### config.mk
export PLATFORM = sky130hd
export DESIGN_NAME = block_loader
export DESIGN_NICKNAME = d
export VERILOG_FILES = /design/src/rtl/miner_pkg.sv /design/src/rtl/word_shift_reg.sv /design/src/rtl/block_loader.sv
export SDC_FILE = /design/constraint.sdc
export NUM_CORES = 2
export LEC_CHECK = 0
export BUFFER_PORTS_ARGS = -buffer_cell sky130_fd_sc_hd__buf_2
export CORE_AREA = 2 2 319 321
export DETAILED_ROUTE_END_ITERATION = 10
export DIE_AREA = 0 0 321 323
export GPL_TIMING_DRIVEN = 1
export HOLD_SLACK_MARGIN = 0.02
export SKIP_CTS_REPAIR_TIMING = 1
export SYNTH_ARGS = -nofsm -noshare
export SYNTH_HDL_FRONTEND = slang
export SYNTH_HIERARCHICAL = 1
export SYNTH_SLANG_ARGS = --single-unit
### constraint.sdc
create_clock -name clk -period 2.1 [get_ports clk]
set_clock_uncertainty 0.05 [all_clocks]
set_input_delay 0.105 -clock clk [delete_from_list [all_inputs] [get_ports clk]]
set_output_delay 0.105 -clock clk [all_outputs]
set_load 0.03 [all_outputs]
### src/rtl/miner_pkg.sv
// Shared miner constants: word/block geometry, memory-mapped addresses and loader states.
package miner_pkg;

    localparam int WORD_W      = 32;
    localparam int BLOCK_WORDS = 24;

    localparam logic [27:0] ATOM_REG_ADDR    = 28'h8000000;
    localparam logic [27:0] HDWR_REG_ADDR    = 28'h8000004;
    localparam logic [27:0] MINE_BLOCK_ADDR  = 28'h8000008;
    localparam logic [27:0] NONCE_BLOCK_ADDR = 28'h8000068;

    typedef enum logic [1:0] {
        IDLE,
        LOAD,
        HOLD
    } loader_state_t;

endpackage

### src/rtl/word_shift_reg.sv
// Left-shifting word register: new words enter at the LSBs, so the oldest word ends up in the MSBs.
module word_shift_reg #(
    parameter int WIDTH   = 768,
    parameter int SHIFT_W = 32
) (
    input  logic               clk,
    input  logic               reset,
    input  logic               i_clr,
    input  logic               i_en,
    input  logic [SHIFT_W-1:0] i_din,
    output logic [WIDTH-1:0]   o_q
);

    logic [WIDTH-1:0] r_q;

    // Clear together with enable loads the word into an otherwise empty register.
    always_ff @(posedge clk) begin
        if (!reset)
            r_q <= '0;
        else if (i_clr)
            r_q <= i_en ? WIDTH'(i_din) : '0;
        else if (i_en)
            r_q <= {r_q[WIDTH-SHIFT_W-1:0], i_din};
    end

    assign o_q = r_q;

endmodule

### src/rtl/block_loader.sv
// Collects the 24-word mining block from the memory manager and hands it to the hashing core.
// Define BLOCK_LOADER_BSWAP_EN to byte-swap each word (little-endian to SHA-256 order) before capture.
module block_loader
    import miner_pkg::*;
#(
    parameter int WORD_W      = miner_pkg::WORD_W,
    parameter int BLOCK_WORDS = miner_pkg::BLOCK_WORDS
) (
    input  logic                          clk,
    input  logic                          reset,
    input  logic                          start,
    input  logic                          word_valid,
    input  logic [WORD_W-1:0]             word_data,
    output logic                          work_valid,
    input  logic                          work_ready,
    output logic [WORD_W*BLOCK_WORDS-1:0] work_data,
    output logic                          busy,
    output logic                          done,
    output logic                          stray,
    output logic [4:0]                    words_loaded
);

    localparam logic [4:0] LAST_IDX = 5'(BLOCK_WORDS - 1);

    loader_state_t r_state, w_state_nxt;
    logic [4:0]    r_cnt, w_cnt_nxt;
    logic          r_stray, w_stray_nxt;
    logic          r_done, w_done_nxt;
    logic          w_shift_en, w_shift_clr;
    logic [WORD_W-1:0] w_word;

`ifdef BLOCK_LOADER_BSWAP_EN
    assign w_word = {<<8{word_data}};
`else
    assign w_word = word_data;
`endif

    always_ff @(posedge clk) begin
        if (!reset) begin
            r_state <= IDLE;
            r_cnt   <= '0;
            r_stray <= 1'b0;
            r_done  <= 1'b0;
        end else begin
            r_state <= w_state_nxt;
            r_cnt   <= w_cnt_nxt;
            r_stray <= w_stray_nxt;
            r_done  <= w_done_nxt;
        end
    end

    always_comb begin
        w_state_nxt = r_state;
        w_cnt_nxt   = r_cnt;
        w_stray_nxt = r_stray;
        w_done_nxt  = 1'b0;
        w_shift_en  = 1'b0;
        w_shift_clr = 1'b0;
        case (r_state)
            IDLE: begin
                if (word_valid)
                    w_stray_nxt = 1'b1;
                // An accepted start wins over a stray word on the same edge.
                if (start) begin
                    w_state_nxt = LOAD;
                    w_cnt_nxt   = '0;
                    w_stray_nxt = 1'b0;
                    w_shift_clr = 1'b1;
                end
            end
            LOAD: begin
                if (start) begin
                    w_shift_clr = 1'b1;
                    w_shift_en  = word_valid;
                    w_cnt_nxt   = word_valid ? 5'd1 : 5'd0;
                end else if (word_valid) begin
                    w_shift_en = 1'b1;
                    w_cnt_nxt  = r_cnt + 5'd1;
                    if (r_cnt == LAST_IDX)
                        w_state_nxt = HOLD;
                end
            end
            HOLD: begin
                if (word_valid)
                    w_stray_nxt = 1'b1;
                if (work_ready) begin
                    w_state_nxt = IDLE;
                    w_done_nxt  = 1'b1;
                end
            end
            default: w_state_nxt = IDLE;
        endcase
    end

    word_shift_reg #(
        .WIDTH  (WORD_W * BLOCK_WORDS),
        .SHIFT_W(WORD_W)
    ) u_shift (
        .clk  (clk),
        .reset(reset),
        .i_clr(w_shift_clr),
        .i_en (w_shift_en),
        .i_din(w_word),
        .o_q  (work_data)
    );

    assign work_valid   = (r_state == HOLD);
    assign busy         = (r_state != IDLE);
    assign done         = r_done;
    assign stray        = r_stray;
    assign words_loaded = r_cnt;

endmodule

==> impl_metrics.py <==
metrics = {
    "synthesis": {
        "synth_compound_area_share_pct": 0.979,
        "synth_nets": 2605,
        "synth_commonest_cells": "dfxtp_1, nor2_1, mux2i_1, buf_2, buf_6",
        "synth-adder-area-share_pct": 0.0449,
        "netlist_top_cells_area": "dfxtp_1, mux2i_1, nor2_1, buf_6, buf_2",
        "synthesis.instances": 2567,
        "seq_area_frac_synth_pct": 55.8,
        "yosys.area_share.simple_pct": 11.7,
        "syn_avg_cell_area_um2": 10.8,
        "post-synth-top-count-cell": "dfxtp_1",
        "synthMuxAreaShare_pct": 26.5,
        "synth_top_family_by_area": "multiplexers",
        "yosysTopAreaCell": "dfxtp_1",
        "syn_area_um2": 27900,
        "yosysTopAreaCellShare_pct": 55.8,
        "ys_ff_latch": 777,
        "synth_edf_count": 0,
        "synth_xor_area_share_pct": 0,
        "synth_cell_types": 32,
        "ys_warn_count": 6,
        "synth-main-ff-cell": "dfxtp_1",
        "ys_async_sr_fraction_pct": 0,
    },
    "timing": {
        "whs_ps": 162,
        "rsz0062_at_grt": "false",
        "worst_slack_ps": 155,
        "fin_crit_ps": 1950,
        "finalCritPeriodShare_pct": 92.6,
        "slew_headroom_pct": 61.9,
        "hold_viol": 0,
        "setup_viol": 0,
        "slew_violations": 0,
        "fmax_ghz": 0.514,
        "tightest_slew_ps": 571,
        "fin_tns_setup_ps": 0,
    },
    "hold_path": {
        "holdCritPathClass": "input port to flip-flop",
    },
    "layout": {
        "drive_gt1_share_pct": 29.4,
        "area_growth_pct": 30.7,
        "nets": 3440,
    },
    "power": {
        "finalPower_mw": 31.0,
        "pwr-share-seq_pct": 47.8,
        "p_per_area_nw_per_um2": 850,
        "p_sw_share_pct": 22.8,
        "p_leak_nw": 15.4,
        "peakVddDrop_mv": 0.560,
        "comb_power_share_pct": 4.4,
        "netSwitchingPower_mw": 7.05,
        "power.internal_mw": 23.9,
        "clkPwrFrac_pct": 47.9,
    },
    "floorplanning": {
        "die-height_um": 323,
        "rows": 117,
        "die_w_um": 321,
        "start_util_pct": 27.7,
        "io_pins": 814,
        "coreArea_um2": 101000,
        "die_area_um2": 104000,
    },
    "placement": {
        "port-buffer-count": 813,
        "place.gp.congestion": 0.818,
        "dp_worst_setup_slack_ps": 253,
        "dp_hpwl_um": 74100,
    },
    "detailed_routing": {
        "drt_pass1_iterations": 5,
        "route.antenna.remaining_nets": 0,
        "drt-total-wl_um": 96800,
        "drt_iter0_markers": 1405,
        "vias_per_cell": 4.47,
        "dr_total_vias": 21348,
        "drc": 0,
        "wl_per_cell_um": 20.3,
    },
    "clock_network": {
        "numCtsBuffers": 85,
        "cts_sinks": 777,
        "clk_pin_slew_ps": 60,
        "h-tree-depth": 3,
        "insertion_delay_ps": 650,
        "cts_tree": "built",
        "root_buffer": "clkbuf_16",
        "cts_buffer_depth": 3,
    },
    "global_routing": {
        "antenna_found_initial": 1,
        "grt_use_total_pct": 17.5,
        "grt_pass1_wl_um": 136000,
        "grt_max_degree": 66,
        "first_global_vias": 19744,
        "grt-ovfl-total": 0,
    },
    "worst_setup_path": {
        "cp_cell_sequence": "and3b_4 > buf_12 > buf_12 > mux2i_1 > nor2_1",
        "worstSetupStartpointType": "flip-flop",
        "required_ps": 2570,
        "crit_path_top_delay_cell": "dfxtp_1",
        "max_stage_delay_ps": 490,
        "worstPathArrival_ps": 2420,
        "crit_path_max_fanout": 48,
        "criticalPathCategory": "flip-flop to flip-flop",
        "cpMostUsedCell": "buf_12",
        "end_kind": "flip-flop",
    },
    "run": {
        "cap_violations": 0,
    },
    "run_status": {
        "status": "finished clean",
    },
}
routing by layer:
metal	part of all wire, %	vias up	track usage, %
met5	0	-	0
met4	3.4	0	6.97
met3	7.6	127	5.28
met2	48	723	29.7
met1	41	10240	20.7
li1	-	10258	-
metrics by stage:
stage               instance area, µm²  instances  utilization [%]
floorplan                        27900       2567                -
global placement                 33200       4586             33.0
detailed placement               33200       4586             33.0
CTS                              36000       4733             35.8
global route                     36400       4771             36.1
finish                           36400       4772             36.1
power groups by stage:
stage               combinational, mW  sequential, mW  clock (mW)
finish                           1.35            14.8        14.8
global placement                 1.30            15.1           0
global route                     1.42            14.8        15.8
detailed placement               1.29            15.1           0
floorplan                       0.995            15.2           0
CTS                              1.29            14.8        15.2
worst max-delay path: cells and delay by family (launching register included):
family,cells,cell delay (ps)
buf+inv,2,570
flops,1,490
simple gates,2,350
mux,1,280
registers in the layout, indices dropped and copies added, names as in the netlist:
register	cells
stray	1
done	1
r_state	2
u_shift/o_q	768
words_loaded	5
cell type report:
type                    instances  area, µm²
clock inverters                22        314
multi-input cells            1606      10900
inverters                       4       15.0
diodes                          1       2.50
repair buffers                928       5480
fillers                     10177      64300
clock buffers                 125       2470
flip-flops and latches        777      15600
well taps                    1309       1640
path summary, 6_finish.rpt:
| kind | startpoint | endpoint | slack, ps | cells after the start |
|---|---|---|---|---|
| worst max register to register | r_state[0]$_SDFFE_PN0P_ | u_shift/o_q[612]$_SDFFE_PN0P_ | 150 | 5 |
| worst min register to register | u_shift/o_q[758]$_SDFFE_PN0P_ | u_shift/o_q[758]$_SDFFE_PN0P_ | 440 | 2 |
| worst max-delay path | r_state[0]$_SDFFE_PN0P_ | u_shift/o_q[612]$_SDFFE_PN0P_ | 150 | 5 |
| worst min-delay path | word_data[15] | u_shift/o_q[15]$_SDFFE_PN0P_ | 160 | 4 |
cell families after synthesis:
logic type / after synthesis
AOI/OAI and AO/OA: 48
adders and majority gates: 1
buffers and inverters: 184
DFF: 777
muxes: 736
and+or+nand+nor: 821
cells in the final DEF (no fill, tap or decap), drive strengths merged, types with 4 or more instances in the layout:
cell and count:
a211oi 6, o21ai 33, nand2b 34, mux2i 736, buf 890, clkinv 15
dlygate4sd3 38, dfxtp 777, a21oi 4, clkbuf 125, nand3 34, inv 7
nor2 738
(Power assumes the default switching activity.)
